[src/rtl/demux4_stream_if.sv]
// demux4_stream_if: input stream plus four output lanes of the 1-to-4 stream demultiplexer.
interface demux4_stream_if #(parameter int WIDTH = 8);
    logic [1:0]       sel_i;
    logic [WIDTH-1:0] data_i;
    logic             valid_i;
    logic             ready_o;
    logic [WIDTH-1:0] a_o;
    logic [WIDTH-1:0] b_o;
    logic [WIDTH-1:0] c_o;
    logic [WIDTH-1:0] d_o;
    logic [3:0]       valid_o;
    logic [3:0]       ready_i;
    modport slave (input sel_i, data_i, valid_i, ready_i, output ready_o, a_o, b_o, c_o, d_o, valid_o);
    modport master(output sel_i, data_i, valid_i, ready_i, input ready_o, a_o, b_o, c_o, d_o, valid_o);
endinterface

[src/rtl/demux4_stream.sv]
// demux4_stream: routes each input word to one of four independent per-lane FIFOs.
module demux4_stream #(
    parameter int WIDTH = 8,
    parameter int DEPTH = 2
) (
    input logic clk_i,
    input logic rst_i,
    demux4_stream_if.slave bus
);
    localparam int AW = $clog2(DEPTH);
    localparam int LW = AW + 1;
    logic [LW-1:0]    lvl [4];
    logic [WIDTH-1:0] lane [4];
    logic [3:0]       vld;
    assign bus.ready_o = rst_i && (lvl[bus.sel_i] < LW'(DEPTH));
    assign bus.valid_o = vld;
    assign bus.a_o     = lane[0];
    assign bus.b_o     = lane[1];
    assign bus.c_o     = lane[2];
    assign bus.d_o     = lane[3];
    for (genvar k = 0; k < 4; k++) begin : g_lane
        logic [AW-1:0]    rd_q, rd_d, wr_q, wr_d;
        logic [LW-1:0]    lvl_q, lvl_d;
        logic [WIDTH-1:0] hold_q;
        logic [WIDTH-1:0] mem_q [DEPTH];
        logic             push, pop;
        assign push    = bus.valid_i && bus.ready_o && (bus.sel_i == 2'(k));
        assign pop     = vld[k] && bus.ready_i[k];
        assign vld[k]  = lvl_q != '0;
        assign lvl[k]  = lvl_q;
        // an empty lane keeps presenting the last head it showed
        assign lane[k] = vld[k] ? mem_q[rd_q] : hold_q;
        always_comb begin
            rd_d  = pop ? rd_q + AW'(1) : rd_q;
            wr_d  = push ? wr_q + AW'(1) : wr_q;
            lvl_d = lvl_q + LW'(push) - LW'(pop);
        end
        always_ff @(posedge clk_i) begin
            if (!rst_i) begin
                rd_q   <= '0;
                wr_q   <= '0;
                lvl_q  <= '0;
                hold_q <= '0;
            end else begin
                rd_q   <= rd_d;
                wr_q   <= wr_d;
                lvl_q  <= lvl_d;
                hold_q <= lane[k];
            end
        end
        always_ff @(posedge clk_i) begin
            if (push) mem_q[wr_q] <= bus.data_i;
        end
    end
endmodule

[src/flat_wrapper.sv]
// flat-port wrapper written by rule: the top's interface ports become plain ports
module demux4_stream_flat 
#(
    parameter int WIDTH = 8,
    parameter int DEPTH = 2
)
  (clk_i, rst_i, bus_sel_i, bus_data_i, bus_valid_i, bus_ready_i, bus_ready_o, bus_a_o, bus_b_o, bus_c_o, bus_d_o, bus_valid_o);
  demux4_stream_if #(.WIDTH(WIDTH)) bus_i ();
  input logic clk_i;
  input logic rst_i;
  input wire logic [$bits(bus_i.sel_i)-1:0] bus_sel_i;
  input wire logic [$bits(bus_i.data_i)-1:0] bus_data_i;
  input wire logic [$bits(bus_i.valid_i)-1:0] bus_valid_i;
  input wire logic [$bits(bus_i.ready_i)-1:0] bus_ready_i;
  output wire logic [$bits(bus_i.ready_o)-1:0] bus_ready_o;
  output wire logic [$bits(bus_i.a_o)-1:0] bus_a_o;
  output wire logic [$bits(bus_i.b_o)-1:0] bus_b_o;
  output wire logic [$bits(bus_i.c_o)-1:0] bus_c_o;
  output wire logic [$bits(bus_i.d_o)-1:0] bus_d_o;
  output wire logic [$bits(bus_i.valid_o)-1:0] bus_valid_o;
  assign bus_i.sel_i = bus_sel_i;
  assign bus_i.data_i = bus_data_i;
  assign bus_i.valid_i = bus_valid_i;
  assign bus_i.ready_i = bus_ready_i;
  assign bus_ready_o = bus_i.ready_o;
  assign bus_a_o = bus_i.a_o;
  assign bus_b_o = bus_i.b_o;
  assign bus_c_o = bus_i.c_o;
  assign bus_d_o = bus_i.d_o;
  assign bus_valid_o = bus_i.valid_o;
  demux4_stream #(.WIDTH(WIDTH), .DEPTH(DEPTH)) u_core (.clk_i(clk_i), .rst_i(rst_i), .bus(bus_i));
endmodule
[config.mk]
export PLATFORM = sky130hd
export DESIGN_NAME = demux4_stream_flat
export DESIGN_NICKNAME = d
export VERILOG_FILES = /design/src/rtl/demux4_stream_if.sv /design/src/rtl/demux4_stream.sv /design/src/flat_wrapper.sv
export SDC_FILE = /design/constraint.sdc
export NUM_CORES = 1
export LEC_CHECK = 0
export CORE_MARGIN = 2
export CORE_UTILIZATION = 40
export DETAILED_ROUTE_END_ITERATION = 12
export GPL_TIMING_DRIVEN = 0
export HOLD_SLACK_MARGIN = 0.15
export SLEW_MARGIN = 10
export SYNTH_ARGS = -nofsm -noshare
export SYNTH_HDL_FRONTEND = slang
export SYNTH_SLANG_ARGS = --single-unit
[constraint.sdc]
create_clock -name clk_i -period 5.8 [get_ports clk_i]
set_clock_uncertainty 0.05 [all_clocks]
set_input_delay 1.16 -clock clk_i [delete_from_list [all_inputs] [get_ports clk_i]]
set_output_delay 1.16 -clock clk_i [all_outputs]
set_load 0.02 [all_outputs]
Word level (Yosys, flattened, before mapping)
Memories as Yosys holds them, arrays and structs flattened. A register that Yosys moved wholly into a read port is not among the register bits.
Cells that the tools add are included.
{"block": "classes", "addsub": 16, "magnitude_cmp": 2, "eq_ne": 3, "muxes": 23, "bitwise_logic": 1, "reduce_logical": 15}
{"cell": "two-way mux 8 bit", "n": 4}
{"cell": "two-way mux 1 bit", "n": 16}
{"cell": "logical AND 1 bit", "n": 10}
{"cell": "adder 1 bit (second input constant)", "n": 8}
{"cell": "adder 2 x 1 -> 2 bit", "n": 4}
{"cell": "nonzero test 2 bit", "n": 4}
{"cell": "subtractor 2 x 1 -> 2 bit", "n": 4}
{"cell": "binary-select mux 2 bit (select 2 bit)", "n": 1}
{"cell": "equality test 2 bit (second input constant)", "n": 2}
{"cell": "two-way mux 2 bit", "n": 2}
{"cell": "greater-or-equal comparator 3 bit (second input constant)", "n": 1}
{"cell": "inverter 2 -> 3 bit", "n": 1}
{"cell": "equality test 2 x 1 -> 1 bit (second input constant)", "n": 1}
{"cell": "zero test 2 bit", "n": 1}
{"cell": "less-than comparator 2 bit (second input constant)", "n": 1}
{"block": "totals", "reg_bits": 48, "mem_bits_rw": 64, "inputBits": 17, "out_inout_bits": 37, "mem_count": 4}
{"memory": "u_core.g_lane[0].mem_q", "words": 2, "width": 8, "rd": 1, "rd_ports_with_merged_regs": 1, "wr": 1, "line": "demux4_stream.sv:25", "text": "logic [WIDTH-1:0] mem_q [DEPTH];"}
{"memory": "u_core.g_lane[1].mem_q", "words": 2, "width": 8, "rd": 1, "rd_ports_with_merged_regs": 1, "wr": 1, "line": "demux4_stream.sv:25"}
{"memory": "u_core.g_lane[2].mem_q", "words": 2, "width": 8, "rd": 1, "rd_ports_with_merged_regs": 1, "wr": 1, "line": "demux4_stream.sv:25"}
{"memory": "u_core.g_lane[3].mem_q", "words": 2, "width": 8, "rd": 1, "rd_ports_with_merged_regs": 1, "wr": 1, "line": "demux4_stream.sv:25"}

Logic depth before layout (Yosys ltp)
Gate-level depths: netlist of the first run.
{"block": "logic_depth", "ltp_word": 10, "mapped_depth": 6}

Worst setup path after synthesis of the first run
No wires, ideal clock.
{"block": "synth_timing", "path_kind": "input-to-output", "from": "input bus_sel_i[0]", "to": "output bus_ready_o", "t_arrival_ps": 2114, "t_required_ps": 4590, "path_slack_ps": 2476, "stages": 3, "n_path_buf": 1, "cell_sequence": "buf_2 > mux4_2 > nor2_1"}
{"block": "synth_between", "elab_chain_cells": 6}
{"element": "from (decl)", "line": "flat_wrapper.sv:11", "text": "input wire logic [$bits(bus_i.sel_i)-1:0] bus_sel_i;"}
{"element": "inverter 2 -> 3 bit (implied by the code)", "line": "demux4_stream.sv:15", "text": "assign bus.ready_o = rst_i && (lvl[bus.sel_i] < LW'(DEPTH));"}
{"element": "binary-select mux 2 bit (select 2 bit)", "line": "demux4_stream.sv:15"}
{"element": "two-way mux 2 bit (implied by the code) (2 in series)", "line": "demux4_stream.sv:15"}
{"element": "less-than comparator 2 bit", "line": "demux4_stream.sv:15"}
{"element": "logical AND 1 bit", "line": "demux4_stream.sv:15"}
{"element": "to (decl)", "line": "flat_wrapper.sv:15", "text": "output wire logic [$bits(bus_i.ready_o)-1:0] bus_ready_o;"}
No other way between the ends. The select of a mux whose other input is x is not followed.

Worst setup path in the final report of the first run
Same ends and word-level chain as after synthesis.

==> results.sh, run 1 <==
export IMPL_syn_nets=372
export IMPL_worst_path_largest_cell_delay_ns=0.63
export IMPL_drt_vias_per_instance=5.010
export IMPL_worstSetupPathType="input port to output port"
export IMPL_layout_nets=446
export IMPL_drive_gt1_share_pct=11.19
export IMPL_clkSinkCount=116
export IMPL_hp_class="flop to flop"
export IMPL_fin_crit_ns=4.451
export IMPL_postCtsSetupBuffers=0
export IMPL_ant_nets=0
export IMPL_synthCells=351
export IMPL_multi_input_area_um2=1356
export IMPL_diodes=0
export IMPL_hold_violations=0
export IMPL_cts_resized=0
export IMPL_hpwlAfterDp_mm=6.197
export IMPL_maxSlewHeadroom_pct=20.58
export IMPL_drt_wl_total_mm=8.990
export IMPL_grt_max_degree=17
export IMPL_cts_hold_buf=0
export IMPL_fmax_ghz=0.2246
export IMPL_timing_rr_start="u_core.g_lane[1].lvl_q[1]"
export IMPL_core_area_um2=10840
export IMPL_cp_end_kind="output port"
export IMPL_final_cell_mix="edfxtp_1 (64), clkdlybuf4s50_1 (53), dfxtp_1 (52), nor2_1 (43)"
export IMPL_ys_warn_count=0
export IMPL_drt_initial_drc_count=126
export IMPL_vdd_drop_max_uv=260.5
export IMPL_cts_root_buffer="clkbuf_8"
export IMPL_io_pins=54
export IMPL_die_h_um=109.4
export IMPL_path_clk_slew_ns=0.05
export IMPL_synth_edf_count=64
export IMPL_rr_endpoint="u_core.g_lane[1].mem_q[0][4]"
export IMPL_cts_tree="done"
export IMPL_ys_flop_type="edfxtp_1"
export IMPL_antenna_found_initial=0
export IMPL_cp_common_cell="clkdlybuf4s50_1"
export IMPL_area_growth_synth_to_final_pct=29.42
export IMPL_maxCapViolCount=0
export IMPL_rr_worst_depth=2
export IMPL_synth_area_leaders="edfxtp_1 (43%), dfxtp_1 (23%), mux2i_1 (7.7%)"
export IMPL_ys_seq_area_share_pct=66.67
export IMPL_syn_cell_area_um2=4444
export IMPL_worstHoldStart="u_core.g_lane[1].wr_q"
export IMPL_worst_pin_slew_ns=1.182
export IMPL_avgRoutedWirePerCell_um=15.55
export IMPL_synth_top_area_share_pct=43.24
export IMPL_die_w_um=109.4
export IMPL_finalSetupViolCount=0
export IMPL_dpl_instance_area_um2=5177
export IMPL_clk_latency_ns=0.50
export IMPL_grt_use_total_pct=15.94
export IMPL_rsz0062_at_grt="no"
export IMPL_drc=0
export IMPL_seqCellArea_um2=2963
export IMPL_port_buffers=53
export IMPL_fin_crit_sh_pct=76.75
export IMPL_ys_types=29
export IMPL_p_per_area_nw_per_um2=633.8
export IMPL_yosysTopAreaCell="edfxtp_1"
export IMPL_grt_overflow_total=0
export IMPL_cts_buffers=17
export IMPL_status="completed"
export IMPL_dr_pass1_iters=4
export IMPL_cp_cell_sequence="clkdlybuf4s50_1 -> buf_2 -> mux4_2 -> nor2_1 -> clkdlybuf4s50_1"
export IMPL_p_leak_nw=2.027
export IMPL_fillers=937
export IMPL_synthArstFlopShare_pct=0
export IMPL_fin_area_um2=5752
export IMPL_gp_congestion=0.7335
export IMPL_final_util_pct=53.06
export IMPL_htreeDepth=4
export IMPL_arrival_ns=3.24
export IMPL_row_count=38
export IMPL_whs_path_depth=2
export IMPL_synth_seq_cells=116
export IMPL_slowest_stage="clkdlybuf4s50_1"
export IMPL_clockBufferDepth=2
export IMPL_crit_fanout=10
export IMPL_r2r_setup_slack_ns=3.87
export IMPL_dieArea_um2=11970
export IMPL_final_setup_tns_ns=0
export IMPL_grt_pass1_vias=2700
export IMPL_maxSlewViolCount=0
export IMPL_mostFrequentLayoutCell="edfxtp_1"
export IMPL_initial_core_util_pct=41.00
export IMPL_avgSynthCellArea_um2=12.66
export IMPL_startpoint_type="input port"
export IMPL_grt_pass1_wl_mm=13.87
export IMPL_min_to="u_core.g_lane[1].wr_q"
export IMPL_vias=2896
export IMPL_critPathRequiredTime_ns=4.59
-- Yosys cell counts (5+ instances only) --
cell,instances
a211oi_1,32
mux2i_1,34
o21ai_0,7
nor2_1,43
a21oi_1,34
inv_1,8
xor2_1,8
dfxtp_1,52
nor3_1,6
buf_2,8
nand2_1,6
or3_1,5
edfxtp_1,64
clkbuf_1,11
-- routing by layer --
layer  global-route usage (%)  up-vias  routed length (um)
met1                    20.88     1375                4217
met3                    4.386       16                 299
met5                        0        -                   0
li1                         -     1446                   -
met4                    6.781        0                 179
met2                    24.91       59                4293
-- state kept, by name, summed over array words and instances (netlist names), named ones only --
name and cells:
u_core.g_lane.hold_q 32, u_core.g_lane.rd_q 4, u_core.g_lane.lvl_q 8, u_core.g_lane.mem_q 64
u_core.g_lane.wr_q 4
-- worst max-delay path: cells and delay by family --
kind / cells / cell delay [ns]
buffers and inverters: 3 / 1.40
muxes: 1 / 0.54
and+or+nand+nor: 1 / 0.14
-- layout make-up --
class,count,share of cell area (%)
timing repair buffer,55,9.484
multi-input combinational,204,23.58
clock inverter,11,2.349
inverter,9,0.5873
buffer,22,1.806
tap,140,3.045
clock buffer,21,7.635
sequential,116,51.51
-- per-stage QoR --
stage / power [mW] / worst slack, ns / hold slack [ns] / instances
after floorplan: 2.042 / 2.476 / 0.3904 / 351
after global placement: 2.636 / 1.388 / 0.3996 / 544
after detailed placement: 2.674 / 1.359 / 0.4144 / 546
after CTS: 3.677 / 1.335 / 0.4230 / 578
after global routing: 3.854 / 1.240 / 0.4542 / 578
final: 3.646 / 1.349 / 0.4242 / 578
-- cell families (layout without fill, tap and decap cells) --
group	Yosys count	count (layout)	synth area share (%)
AO/OA/AOI/OAI	82	82	11.54
flip-flops	116	116	66.67
XOR/XNOR	8	8	1.577
buffers and inverters	31	118	3.097
adder cells (fa/ha/maj)	4	4	1.126
multiplexers	35	35	8.164
AND/OR/NAND/NOR	75	75	7.826
-- where the power goes --
group	internal [mW]	switching (mW)	total (mW)
logic	0.690	0.865	1.56
clock network	0.659	0.339	0.998
registers	1.03	0.0627	1.09
total	2.38	1.27	3.65
-- how the worst max path moves through the flow --
stage	cells past startpoint	end	slack, ns	from
2_1_floorplan	3	bus_ready_o	2.48	bus_sel_i[0]
3_3_place_gp	5	bus_ready_o	1.39	bus_sel_i[0]
3_5_place_dp	5	bus_ready_o	1.36	bus_sel_i[0]
4_1_cts	5	bus_ready_o	1.33	bus_sel_i[0]
5_1_grt	5	bus_ready_o	1.24	rst_i
6_report	5	bus_ready_o	1.35	bus_sel_i[0]
Note: power is estimated with default switching activity, not from simulation.
==> run 2, diff against run 1 <==
clock period = 4.4 ns   (was 5.8 ns; I/O delays follow)
==> results of run 2 <==
The final DEF is identical to that of run 1. Status: completed.
Main changes from that run: setup slack after placement 1.359 ns -> 0.5187 ns; setup slack after layout 1.349 ns -> 0.5086 ns; register-to-register setup slack 3.87 ns -> 2.47 ns; total power 3.646 mW -> 4.806 mW; worst IR drop on VDD 260.5 uV -> 343.4 uV
